### src/rtl/apb_master_pkg.sv
// apb_master shared types: FSM state, response error bits,
// and the strobe-width helper.
package apb_pkg;

  typedef enum logic [1:0] {
    IDLE,
    SETUP,
    ACCESS,
    RESP
  } apb_mst_state_e;

  localparam int RSP_ERR_SLV = 0;
  localparam int RSP_ERR_TMO = 1;

  function automatic int strb_w(input int dw);
    return dw / 8;
  endfunction

endpackage

### src/rtl/apb_master_if.sv
// Command, response and APB bus bundle for apb_master.
// master = requester side, slave = initiator/memory side.
interface apb_master_if
  import apb_pkg::*;
#(
  parameter int ADDR_W = 32,
  parameter int DATA_W = 64
) ();
  localparam int STRB_W = strb_w(DATA_W);

  logic              cmd_valid;
  logic              cmd_ready;
  logic              cmd_write;
  logic [ADDR_W-1:0] cmd_addr;
  logic [DATA_W-1:0] cmd_wdata;
  logic [STRB_W-1:0] cmd_strb;

  logic              rsp_valid;
  logic              rsp_ready;
  logic [DATA_W-1:0] rsp_rdata;
  logic [1:0]        rsp_err;

  logic              psel;
  logic              penable;
  logic              pwrite;
  logic [ADDR_W-1:0] paddr;
  logic [DATA_W-1:0] pwdata;
  logic [STRB_W-1:0] pstrb;
  logic [DATA_W-1:0] prdata;
  logic              pready;
  logic              pslverr;

  modport master (
    input  cmd_valid, cmd_write, cmd_addr,
    input  cmd_wdata, cmd_strb, rsp_ready,
    input  prdata, pready, pslverr,
    output cmd_ready, rsp_valid, rsp_rdata,
    output rsp_err, psel, penable, pwrite,
    output paddr, pwdata, pstrb
  );

  modport slave (
    output cmd_valid, cmd_write, cmd_addr,
    output cmd_wdata, cmd_strb, rsp_ready,
    output prdata, pready, pslverr,
    input  cmd_ready, rsp_valid, rsp_rdata,
    input  rsp_err, psel, penable, pwrite,
    input  paddr, pwdata, pstrb
  );
endinterface

### src/rtl/apb_master_wdog.sv
// Wait-state watchdog: counts ACCESS cycles with pready low,
// flags expiry on the last allowed wait cycle.
module apb_wdog #(
  parameter int TIMEOUT_CYC = 256
) (
  input  logic pclk,
  input  logic presetn,
  input  logic clr,
  input  logic tick,
  output logic expired
);
  localparam int CW = $clog2(TIMEOUT_CYC + 1);
  localparam logic [CW-1:0] LIM = CW'(TIMEOUT_CYC - 1);

  logic [CW-1:0] cnt;

  always_ff @(posedge pclk or negedge presetn) begin
    if (!presetn) begin
      cnt <= '0;
    end else if (clr) begin
      cnt <= '0;
    end else if (tick && cnt != LIM) begin
      cnt <= cnt + 1'b1;
    end
  end

  assign expired = (cnt == LIM);
endmodule

### src/rtl/apb_master.sv
// APB4 requester: one command in, one APB transfer out,
// one response back; watchdog aborts stalled slaves.
module apb_master
  import apb_pkg::*;
#(
  parameter int ADDR_W      = 32,
  parameter int DATA_W      = 64,
  parameter int TIMEOUT_CYC = 256
) (
  input logic          pclk,
  input logic          presetn,
  apb_master_if.master bus
);
  localparam int STRB_W = strb_w(DATA_W);

  apb_mst_state_e state_q, state_d;

  logic              psel_q, pen_q, pwrite_q;
  logic [ADDR_W-1:0] paddr_q;
  logic [DATA_W-1:0] pwdata_q;
  logic [STRB_W-1:0] pstrb_q;
  logic              rvalid_q;
  logic [DATA_W-1:0] rdata_q;
  logic [1:0]        rerr_q;

  logic       accept, tick, expired;
  logic [1:0] slv_err, tmo_err;

  assign accept = (state_q == IDLE) && bus.cmd_valid;
  assign tick   = (state_q == ACCESS) && !bus.pready;

  apb_wdog #(
    .TIMEOUT_CYC(TIMEOUT_CYC)
  ) u_wdog (
    .pclk   (pclk),
    .presetn(presetn),
    .clr    (accept),
    .tick   (tick),
    .expired(expired)
  );

  always_ff @(posedge pclk or negedge presetn) begin
    if (!presetn) begin
      state_q <= IDLE;
    end else begin
      state_q <= state_d;
    end
  end

  always_comb begin
    state_d = state_q;
    slv_err = '0;
    tmo_err = '0;
    slv_err[RSP_ERR_SLV] = bus.pslverr;
    tmo_err[RSP_ERR_TMO] = 1'b1;
    unique case (state_q)
      IDLE:   if (bus.cmd_valid) state_d = SETUP;
      SETUP:  state_d = ACCESS;
      // pready wins over a same-cycle expiry
      ACCESS: if (bus.pready || expired) state_d = RESP;
      RESP:   if (bus.rsp_ready) state_d = IDLE;
      default: state_d = IDLE;
    endcase
  end

  always_ff @(posedge pclk or negedge presetn) begin
    if (!presetn) begin
      psel_q   <= 1'b0;
      pen_q    <= 1'b0;
      pwrite_q <= 1'b0;
      paddr_q  <= '0;
      pwdata_q <= '0;
      pstrb_q  <= '0;
      rvalid_q <= 1'b0;
      rdata_q  <= '0;
      rerr_q   <= '0;
    end else begin
      psel_q   <= (state_d == SETUP) || (state_d == ACCESS);
      pen_q    <= (state_d == ACCESS);
      rvalid_q <= (state_d == RESP);
      if (accept) begin
        pwrite_q <= bus.cmd_write;
        paddr_q  <= bus.cmd_addr;
        pwdata_q <= bus.cmd_wdata;
        pstrb_q  <= bus.cmd_write ? bus.cmd_strb : '0;
      end
      if (state_q == ACCESS) begin
        if (bus.pready) begin
          rdata_q <= pwrite_q ? '0 : bus.prdata;
          rerr_q  <= slv_err;
        end else if (expired) begin
          rdata_q <= '0;
          rerr_q  <= tmo_err;
        end
      end
    end
  end

  assign bus.cmd_ready = (state_q == IDLE);
  assign bus.psel      = psel_q;
  assign bus.penable   = pen_q;
  assign bus.pwrite    = pwrite_q;
  assign bus.paddr     = paddr_q;
  assign bus.pwdata    = pwdata_q;
  assign bus.pstrb     = pstrb_q;
  assign bus.rsp_valid = rvalid_q;
  assign bus.rsp_rdata = rdata_q;
  assign bus.rsp_err   = rerr_q;
endmodule

### src/flat_wrapper.sv
// flat-port wrapper written by rule: the top's interface ports become plain ports
module apb_master_flat import apb_pkg::*;
#(
  parameter int ADDR_W      = 32,
  parameter int DATA_W      = 64,
  parameter int TIMEOUT_CYC = 256
)
  (pclk, presetn, bus_cmd_valid, bus_cmd_write, bus_cmd_addr, bus_cmd_wdata, bus_cmd_strb, bus_rsp_ready, bus_prdata, bus_pready, bus_pslverr, bus_cmd_ready, bus_rsp_valid, bus_rsp_rdata, bus_rsp_err, bus_psel, bus_penable, bus_pwrite, bus_paddr, bus_pwdata, bus_pstrb);
  apb_master_if #(.ADDR_W(ADDR_W), .DATA_W(DATA_W)) bus_i ();
  input logic pclk;
  input logic presetn;
  input wire logic [$bits(bus_i.cmd_valid)-1:0] bus_cmd_valid;
  input wire logic [$bits(bus_i.cmd_write)-1:0] bus_cmd_write;
  input wire logic [$bits(bus_i.cmd_addr)-1:0] bus_cmd_addr;
  input wire logic [$bits(bus_i.cmd_wdata)-1:0] bus_cmd_wdata;
  input wire logic [$bits(bus_i.cmd_strb)-1:0] bus_cmd_strb;
  input wire logic [$bits(bus_i.rsp_ready)-1:0] bus_rsp_ready;
  input wire logic [$bits(bus_i.prdata)-1:0] bus_prdata;
  input wire logic [$bits(bus_i.pready)-1:0] bus_pready;
  input wire logic [$bits(bus_i.pslverr)-1:0] bus_pslverr;
  output wire logic [$bits(bus_i.cmd_ready)-1:0] bus_cmd_ready;
  output wire logic [$bits(bus_i.rsp_valid)-1:0] bus_rsp_valid;
  output wire logic [$bits(bus_i.rsp_rdata)-1:0] bus_rsp_rdata;
  output wire logic [$bits(bus_i.rsp_err)-1:0] bus_rsp_err;
  output wire logic [$bits(bus_i.psel)-1:0] bus_psel;
  output wire logic [$bits(bus_i.penable)-1:0] bus_penable;
  output wire logic [$bits(bus_i.pwrite)-1:0] bus_pwrite;
  output wire logic [$bits(bus_i.paddr)-1:0] bus_paddr;
  output wire logic [$bits(bus_i.pwdata)-1:0] bus_pwdata;
  output wire logic [$bits(bus_i.pstrb)-1:0] bus_pstrb;
  assign bus_i.cmd_valid = bus_cmd_valid;
  assign bus_i.cmd_write = bus_cmd_write;
  assign bus_i.cmd_addr = bus_cmd_addr;
  assign bus_i.cmd_wdata = bus_cmd_wdata;
  assign bus_i.cmd_strb = bus_cmd_strb;
  assign bus_i.rsp_ready = bus_rsp_ready;
  assign bus_i.prdata = bus_prdata;
  assign bus_i.pready = bus_pready;
  assign bus_i.pslverr = bus_pslverr;
  assign bus_cmd_ready = bus_i.cmd_ready;
  assign bus_rsp_valid = bus_i.rsp_valid;
  assign bus_rsp_rdata = bus_i.rsp_rdata;
  assign bus_rsp_err = bus_i.rsp_err;
  assign bus_psel = bus_i.psel;
  assign bus_penable = bus_i.penable;
  assign bus_pwrite = bus_i.pwrite;
  assign bus_paddr = bus_i.paddr;
  assign bus_pwdata = bus_i.pwdata;
  assign bus_pstrb = bus_i.pstrb;
  apb_master #(.ADDR_W(ADDR_W), .DATA_W(DATA_W), .TIMEOUT_CYC(TIMEOUT_CYC)) u_core (.pclk(pclk), .presetn(presetn), .bus(bus_i));
endmodule
### config.mk
export PLATFORM = sky130hd
export DESIGN_NAME = apb_master_flat
export DESIGN_NICKNAME = d
export VERILOG_FILES = /design/src/rtl/apb_master_pkg.sv /design/src/rtl/apb_master_if.sv /design/src/rtl/apb_master_wdog.sv /design/src/rtl/apb_master.sv /design/src/flat_wrapper.sv
export SDC_FILE = /design/constraint.sdc
export NUM_CORES = 1
export LEC_CHECK = 0
export BUFFER_PORTS_ARGS = -buffer_cell sky130_fd_sc_hd__clkbuf_2
export CORE_AREA = 3 3 134 136
export DETAILED_ROUTE_END_ITERATION = 7
export DIE_AREA = 0 0 137 139
export PLACE_DENSITY = 0.87
export SKIP_CTS_REPAIR_TIMING = 1
export SYNTH_ARGS = -nofsm -noshare
export SYNTH_HDL_FRONTEND = slang
export SYNTH_SLANG_ARGS = --single-unit
### constraint.sdc
create_clock -name pclk -period 3 [get_ports pclk]
set_clock_uncertainty 0.05 [all_clocks]
set_input_delay 0 -clock pclk [delete_from_list [all_inputs] [get_ports pclk]]
set_output_delay 0 -clock pclk [all_outputs]
set_load 0.05 [all_outputs]
# After elaboration in Yosys (flattened, before gate mapping)
# Cells that the tools add are included.
[op_classes]
add_sub_neg = 1
eq_ne = 8
mux = 12
reduce_logical = 10
[ops]
columns = ["operator", "n"]
rows = [
  ["2-to-1 mux 64 bit", 3],
  ["2-to-1 mux 9 bit", 2],
  ["2-to-1 mux 2 bit", 5],
  ["adder 9 x 1 -> 9 bit (second input constant)", 1],
  ["== test 9 x 8 -> 1 bit (second input constant)", 1],
  ["inequality test 9 x 8 -> 1 bit (second input constant)", 1],
  ["== test 2 bit (second input constant)", 4],
  ["2-to-1 mux 8 bit", 1],
  ["one-hot mux 2 bit (4 select lines)", 1],
  ["== test 2 x 1 -> 1 bit (second input constant)", 2],
  ["nonzero test 2 bit", 2],
  ["logical AND 1 bit", 3],
  ["logical NOT 2 bit", 1],
  ["logical OR 1 bit", 2],
  ["AND reduction 2 bit", 1],
  ["logical NOT 1 bit", 1],
]
[totals]
register_bits = 185
in_bits = 175
out_inout_bits = 175
word_cells = 42

# Depth between registers and ports, before layout
# Gate-level depths: netlist of run 1.
[logic_depth]
ltp_word = 6
mapped_depth = 8
depth_no_buf = 8

# Modules after synthesis
# A second synthesis of run 1 with hierarchy kept.
[unflattened]
hier_cells = 598
area_unflattened_um2 = 7388.3
[by_module_without_submodules]
columns = ["mod", "n_inst", "cells_per_inst", "area_each_um2", "seq_area_each_um2"]
rows = [
  ["apb_master", 1, 551, 6921.6, 4404.2],
  ["apb_wdog", 1, 47, 466.7, 225.2],
]

# Worst setup path before layout of run 1
# Ideal clock, no wire load.
[synth_path]
path_type = "reg-to-reg"
startpoint = "register u_core.u_wdog.cnt[0]"
endpoint = "register u_core.u_wdog.cnt[5]"
setup_ps = 79
t_arrival_ps = 2054
required_ps = 2871
setup_slack_ps = 816
stages_incl_launch_ff = 9
path_buffers = 1
period_less_slack_ps = 2184
cell_sequence = "dfrtp_1 ha_1 nand3_1 nor2_1 ha_1 or4b_4 clkbuf_1 nor3_1 mux2i_1"
[synth_between]
elab_chain_cells = 3
elab_cells_between_ends = 6
classes_between = "1 x add/sub; 1 x eq/ne; 2 x mux; 2 x reduce/logical"
[synth_rtl]
columns = ["element", "line", "source"]
rows = [
  ["start: declaration", "apb_master_wdog.sv:15", "logic [CW-1:0] cnt;"],
  ["start signal: assignment", "apb_master_wdog.sv:23", "cnt <= cnt + 1'b1;"],
  ["adder 9 x 1 -> 9 bit or inequality test 9 x 8 -> 1 bit (tied branches)", "apb_master_wdog.sv:23, apb_master_wdog.sv:22", ""],
  ["2-to-1 mux 9 bit or logical AND 1 bit (tied branches)", "apb_master_wdog.sv:22", "end else if (tick && cnt != LIM) begin"],
  ["2-to-1 mux 9 bit or nonzero test 2 bit (tied branches)", "n/a", ""],
]
# Several ways; a longest one is shown, not always the timed one. The select of a mux whose other input is x is not followed.
# A chain may end at the register's enable or synchronous reset.

# Worst setup path in the final report of run 1
[layout_path]
startpoint = "register u_core.u_wdog.cnt[0]"
endpoint = "register u_core.rerr_q[0] (netlist: u_core.bus.rsp_err[0])"
[layout_between]
elab_chain_cells = 3
[layout_rtl]
columns = ["element", "line", "source"]
rows = [
  ["== test 9 x 8 -> 1 bit", "apb_master_wdog.sv:27", "assign expired = (cnt == LIM);"],
  ["nonzero test 2 bit (no line)", "n/a", ""],
  ["AND reduction 2 bit (no line)", "n/a", ""],
  ["end signal: assignment", "apb_master.sv:90", "rerr_q <= slv_err;"],
  ["end signal: assignment", "apb_master.sv:93", "rerr_q <= tmo_err;"],
  ["end: declaration", "apb_master.sv:24", "logic [1:0] rerr_q;"],
]
# No other way between the ends.

==> results of run 1 <==
-- critical path, delay by kind of cell, from the launching register on --
| kind | cells | cell delay (ns) |
|---|---|---|
| and+or+nand+nor | 2 | 0.15 |
| AOI/OAI and AO/OA | 2 | 0.34 |
| adders and majority gates | 2 | 0.54 |
| DFF | 1 | 0.41 |
| buffers and inverters | 2 | 1.01 |
-- power by group through the flow --
| stage | clock [mW] | combinational (mW) | sequential, mW |
|---|---|---|---|
| final | 2.18 | 6.34 | 4.04 |
| after detailed placement | 0 | 6.04 | 3.99 |
| after floorplan | 0 | 1.31 | 7.08 |
| after global routing | 2.31 | 6.70 | 4.13 |
| after CTS | 2.21 | 6.03 | 3.96 |
| after global placement | 0 | 5.94 | 3.96 |
-- cell usage after synthesis --
cell	instances
a21oi_1	6
nand2b_1	1
buf_1	1
dfrtp_1	185
o31ai_1	2
nor3b_1	1
nor2_1	5
or3_1	2
buf_6	1
nand2_1	378
o21ai_0	133
ha_1	3
a32o_1	1
or4_1	2
or2_2	1
mux2i_1	2
buf_2	1
nor4b_1	1
o311a_1	1
nand4_1	2
clkbuf_1	52
nand3_1	14
or3b_2	1
inv_1	3
nor2b_1	2
nor3_1	1
or4b_4	1
and3_1	1
-- cell families after synthesis --
logic type / count (synthesis) / share of synthesized area, %
AND/OR/NAND/NOR: 413 / 22.3
flip-flops: 185 / 63.7
AO/OA/AOI/OAI: 143 / 10.1
multiplexers: 2 / 0.275
buffers and inverters: 58 / 3.12
adder cells (fa/ha/maj): 3 / 0.517
-- layout make-up --
cell class | count | share of cell area, %
Inverter | 3 | 0.0970
Clock buffer | 18 | 3.78
Multi-Input combinational cell | 561 | 21.1
Clock inverter | 14 | 1.08
Sequential cell | 185 | 39.9
Timing Repair Buffer | 539 | 31.6
Antenna cell | 1 | 0.0216
Tap cell | 225 | 2.42
-- path summary, 6_finish.rpt --
check / startpoint / end / slack, ns / depth (start not counted)
min reg2reg: u_core.bus.pstrb[6] / u_core.bus.pstrb[6] / 0.42 / 2
min: bus_cmd_valid / u_core.bus.penable / 0.13 / 4
max: u_core.u_wdog.cnt[0] / u_core.bus.rsp_err[0] / 0.45 / 8
max reg2reg: u_core.u_wdog.cnt[0] / u_core.bus.rsp_err[0] / 0.45 / 8
max in group asynchronous: presetn / u_core.bus.rsp_rdata[62] / 1.88 / 3
min in group asynchronous: presetn / u_core.bus.paddr[10] / 0.21 / 2
-- registers in the layout, indices dropped and copies added, names as in the netlist --
| name | flops |
|---|---|
| u_core.bus.penable | 1 |
| u_core.bus.rsp_err | 2 |
| u_core.u_wdog.cnt | 9 |
| u_core.state_q | 2 |
| u_core.bus.pstrb | 8 |
| u_core.bus.psel | 1 |
| u_core.bus.rsp_valid | 1 |
| u_core.bus.pwrite | 1 |
| u_core.bus.rsp_rdata | 64 |
| u_core.bus.pwdata | 64 |
| u_core.bus.paddr | 32 |
-- layout by cell type, fill, tap and decap left out, drive strengths merged, types with 2 or more instances in the layout --
cell type	synthesis	final
nand2	378	378
clkbuf	52	367
dfrtp	185	185
dlygate4sd3	0	182
o21ai	133	133
nand3	14	14
inv	3	13
buf	3	8
a21oi	6	6
nor2	5	5
clkinv	0	4
ha	3	3
nand4	2	2
o31ai	2	2
or4	2	2
mux2i	2	2
or3	2	2
nor2b	2	2
-- stage by stage --
step	cells	utilization, %	area, sq um	power, mW
finish	1546	68.1	11600	12.6
global route	1546	68.1	11600	13.1
CTS	1363	57.4	9790	12.2
detailed placement	1331	54.1	9220	10.0
global placement	1331	54.1	9220	9.90
floorplan	804	-	7270	8.39
-- metal layers --
layer  GRT usage, %  vias up  wire (um)
met1           25.3     3685       9800
met3           6.10      102       2400
met4           6.99        0       1190
li1               -     3578          -
met5              0        -          0
met2           34.6      474      12600
==> summary.txt, run 1 <==
Synthesis
  – Synth unique cells: 28
  – Sequential area share after synthesis: 63.7%
  – Synthesized net count: a little under 1000
  – Yosys top cell area share: 63.7%
  – Syn Area/Cell: approximately 9 sq um
  – Synth top area cells: dfrtp_1 (64%), nand2_1 (20%), o21ai_0 (9.2%)
  – Post-synthesis register bit count: 185
  – Post-synth top area cell: dfrtp_1
  – Synth warn: 0
  – Synthesized instance count: 804
  – Mapped cell area: 7270 sq um

GRT
  – Initial antenna violation count: 1
  – Overflow after GRT: 0
  – GRT Total Usage: 20.6%
  – Vias in the first global route: 6390
  – First-pass GRT wire length: 31.6 mm
  – Largest net degree at the start of global routing: 116

Clock tree
  – Worst-path clk slew: 0.07 ns
  – CTS buffer count: 17
  – Clock Latency Late Sink: around 0.42 ns
  – Max H-tree Level: 4
  – Bufs on Longest Clock Path: 2
  – # clock sinks: 185
  – CTS tree: yes
  – Root buf cell: clkbuf_16

Floorplan
  – Boundary Pins: 350
  – Cell Rows: 48
  – Chip height: 139 um
  – Chip Width: ~140 um
  – Initial Util: 42.6%
  – Std-Cell Core Area: 17100 sq um
  – Die area: 19000 sq um

Critical path
  – Critical-path top delay cell: dlygate4sd3_1
  – CP peak stage delay: 0.55 ns
  – Req. time, crit path: 3.31 ns
  – CP Data Arrival Time: 2.86 ns
  – Crit-path cells: ha_1 -> nand3_1 -> nor2_1 -> ha_1 -> o21ai_4 -> buf_4 -> a32o_1 -> dlygate4sd3_1
  – Crit-path most repeated cell: ha_1
  – Maximum net fanout on the critical path: 65
  – Critical Path Source Type: flip-flop
  – Setup crit end kind: flip-flop
  – Type of the worst setup path: reg2reg

Status
  – Outcome: finished, final reports clean

Finish
  – NumNets Final: 1485
  – Fillers: 1107
  – P&R area growth vs syn: 59.8%
  – Multi-input gate area: 2450 sq um
  – Share of layout cells above drive strength 1: 30.1%
  – Register area: 4630 sq um

Pwr
  – Seq pwr share: 32.2%
  – Leak Pwr: 6.21 nW
  – Psw: 6.67 mW
  – Part of the power in combinational logic: 50.5%
  – Peak VDD IR: around 0.78 mV
  – Power per cell area: between 1000 and 1500 nW/um^2
  – Internal power: 5.90 mW
  – Switching share of power: 53.0%
  – Clock power share: approximately 17%

Drt
  – Routed length per instance: 16.8 um
  – Final ANT Viol Nets: 0
  – Iteration-0 DRC Markers: 521
  – Drt via density: 5.07
  – Detailed-route via count: 7839
  – DR pass1 iterations: 5
  – # DRC: 0
  – Total Routed Length: 26.0 mm

STA
  – Final period util: 85.0%
  – TNS Setup: 0 ns
  – Worst-Margin Slew: 1.05 ns
  – RSZ-0062 raised after global routing: no
  – F_max: 392 MHz
  – Normalized max-slew margin: 29.8%
  – Post-Route Hold Slack: 0.134 ns
  – # setup viols final: 0
  – Setup WS post-layout: 0.451 ns
  – Final hold vios: 0
  – Slew Limit Fails: 0
  – Post-route minimum period: around 2.5 ns

Placed design
  – DP Wirelength: around 14 mm
  – RePlAce Congestion: a little over 0.8
  – Dpl ws: 0.517 ns
  – Buffers on Ports: ~350

Min path
  – Worst Hold Class: in2reg

Job
  – Max cap viols: 0
Note: power is estimated with default switching activity, not from simulation.
==> inputs of run 2 (changes only) <==
==> constraint.sdc (replaced) <==
create_clock -name pclk -period 2.6 [get_ports pclk]
set_clock_uncertainty 0.05 [all_clocks]
set_input_delay 0 -clock pclk [delete_from_list [all_inputs] [get_ports pclk]]
set_output_delay 0 -clock pclk [all_outputs]
set_load 0.05 [all_outputs]
==> run 2 against run 1 <==
  * Global-route usage increased by 0.68 points
  * Register-to-register slack got worse by 0.19 ns
  * Die area unchanged
  * Sequential power increased by 16%
  * Maximum frequency increased by 8.9%
  * Worst hold slack got worse by 0.061 ns
  * Clock power increased by 16%
  * Critical path type unchanged
  * Highest routed layer unchanged
==> summary.txt, run 2 (same netlist as run 1, synthesis figures left out) <==
Status
  – Outcome: finished, final reports clean

Floorplan
  – Cell Rows: 48 (unchanged)
  – Std-Cell Core Area: 17100 sq um (unchanged)
  – Boundary Pins: 350 (unchanged)
  – Die area: 19000 sq um (unchanged)
  – Initial Util: 42.6% (unchanged)
  – Chip Width: 137 um (unchanged)
  – Chip height: 139 um (unchanged)

Clock tree
  – # clock sinks: 185 (unchanged)
  – CTS buffer count: 17 (unchanged)
  – Worst-path clk slew: 0.07 ns (about the same)
  – CTS tree: yes
  – Max H-tree Level: 4 (unchanged)
  – Bufs on Longest Clock Path: 2 (unchanged)
  – Clock Latency Late Sink: 0.42 ns (about the same)
  – Root buf cell: clkbuf_16

Drt
  – DR pass1 iterations: 7 (+2)
  – Iteration-0 DRC Markers: 551 (+5.8%)
  – Met3 Routed Length: 2.88 mm (+20%)
  – Met2 wire len: 13.4 mm (+6.7%)
  – Total Routed Length: 27.2 mm (+5.0%)
  – Final ANT Viol Nets: 0 (unchanged)
  – Drt via density: 5.22 (+2.9%)
  – Detailed-route via count: 8090 (+3.2%)
  – # DRC: 0 (unchanged)
  – Highest routed layer: met4
  – M1 WL: 9.62 mm (-1.8%)
  – Routed length per instance: 17.6 um (+4.6%)

Finish
  – Final Core Density: 68.6% (+0.50 points)
  – P&R area growth vs syn: 61.0%
  – Register area: 4630 sq um (unchanged)
  – Fillers: 1122 (+1.4%)
  – Share of layout cells above drive strength 1: 30.4% (+0.34 points)
  – Commonest non-fill, non-tap cell in the layout: nand2_1
  – Most frequent cells in the layout: nand2_1 (378), clkbuf_2 (348), dfrtp_1 (185)
  – NumNets Final: 1490 (+0.34%)
  – Multi-input gate area: 2450 sq um (unchanged)
  – Final Cell Area: 11700 sq um (+0.73%)

STA
  – F_max: 427 MHz (+8.9%)
  – Normalized max-slew margin: 54.0% (+24 points)
  – Post-route minimum period: 2.34 ns (-0.209 ns)
  – Slew Limit Fails: 0 (unchanged)
  – RSZ-0062 raised after global routing: no
  – # setup viols final: 0 (unchanged)
  – Final period util: 90.0% (+5.0 points)
  – TNS Setup: 0 ns (unchanged)
  – Final hold vios: 0 (unchanged)
  – Worst-Margin Slew: 0.688 ns (-0.364 ns)

GRT
  – Overflow after GRT: 0 (unchanged)
  – Largest net degree at the start of global routing: 106 (-8.6%)
  – First-pass GRT wire length: 32.7 mm (+3.3%)
  – Initial antenna violation count: 1 (unchanged)
  – Vias in the first global route: 6628 (+3.7%)
  – GRT Total Usage: 21.3% (+0.68 points)

Critical path
  – Reg2reg start: u_core.u_wdog.cnt[0]
  – Type of the worst setup path: reg2reg
  – CP Data Arrival Time: 2.63 ns (-0.23 ns)
  – Delay-heaviest family, CP: simple AND/OR/NAND/NOR gates
  – Crit-path cells: ha_1 -> nand3_1 -> nor2_1 -> ha_1 -> or4b_4 -> or4_1 -> a21oi_1
  – Req. time, crit path: 2.89 ns (-0.42 ns)
  – Critical-path top delay cell: or4b_4
  – Critical Path Source Type: flip-flop
  – Worst Setup SP: u_core.u_wdog.cnt[0]
  – Crit-path most repeated cell: ha_1
  – Setup crit end kind: flip-flop
  – Worst Path Buf+Inv: 0 (-2)
  – Maximum net fanout on the critical path: 14 (-78%)
  – CP peak stage delay: 0.57 ns (+0.02 ns)

Min path
  – Worst Hold Class: in2reg
  – Hold path start: bus_cmd_valid

Placed design
  – DP Wirelength: 14.6 mm (+2.6%)
  – Buffers on Ports: 349 (unchanged)
  – RePlAce Congestion: 0.810 (+0.30%)
  – Area after DPL: 9310 sq um (+0.90%)

Job
  – Max cap viols: 0 (unchanged)

Pwr
  – Leak Pwr: 6.24 nW (+0.56%)
  – Power per cell area: 1250 nW/um^2 (+15%)
  – Peak VDD IR: 0.861 mV (+10%)
## run 2: cell count changes in the layout (fill, tap and decap cells not counted)
cell	delta
clkinv_2	-2
clkbuf_8	+1
dlygate4sd3_1	-1
clkinvlp_4	+2
buf_4	+3
inv_8	-2
clkinv_8	+1
buf_12	+3
## run 2: path summary, 6_finish.rpt
check | to | slack [ns] | cells after the start
max | u_core.u_wdog.cnt[7] | 0.26 | 7
min | u_core.u_wdog.cnt[0] | 0.07 | 4
max reg2reg | u_core.u_wdog.cnt[7] | 0.26 | 7
min reg2reg | u_core.bus.pstrb[7] | 0.43 | 2
max in group asynchronous | u_core.bus.pwdata[21] | 1.63 | 3
min in group asynchronous | u_core.bus.paddr[10] | 0.10 | 2
## run 2: where the power goes
part	switching (mW)	internal, mW
registers	0.716	3.96
logic	5.82	1.59
clock network	1.20	1.32
total	7.73	6.87
## run 2: routing by layer
metal	track usage (%)	vias to the layer above
li1	-	3591
met1	26.7	3815
met2	35.0	565
met3	6.17	119
met4	7.56	0
met5	0	-
## run 2: tightest hold or removal path, cell delays in order
cell      delay (ns)
clkbuf_2        0.08
or3b_4          0.27
nand3_1         0.07
o21ai_0         0.07
## run 2: per-stage QoR
step           cells  worst slack [ns]  power (mW)  hold slack, ns
2_1_floorplan    804             0.416        9.68          -0.346
3_3_place_gp    1337             0.336        11.5        -0.00284
3_5_place_dp    1337             0.278        11.6         0.00335
4_1_cts         1369             0.264        14.2          -0.456
5_1_grt         1551             0.140        15.3          0.0890
6_report        1551             0.260        14.6          0.0723
## run 2: layout make-up
class / instances / area share (%)
inverters: 3 / 0.0963
repair buffers: 544 / 32.0
multi-input cells: 561 / 20.9
well taps: 225 / 2.41
clock inverters: 13 / 1.06
clock buffers: 19 / 3.87
flip-flops and latches: 185 / 39.6
diodes: 1 / 0.0214
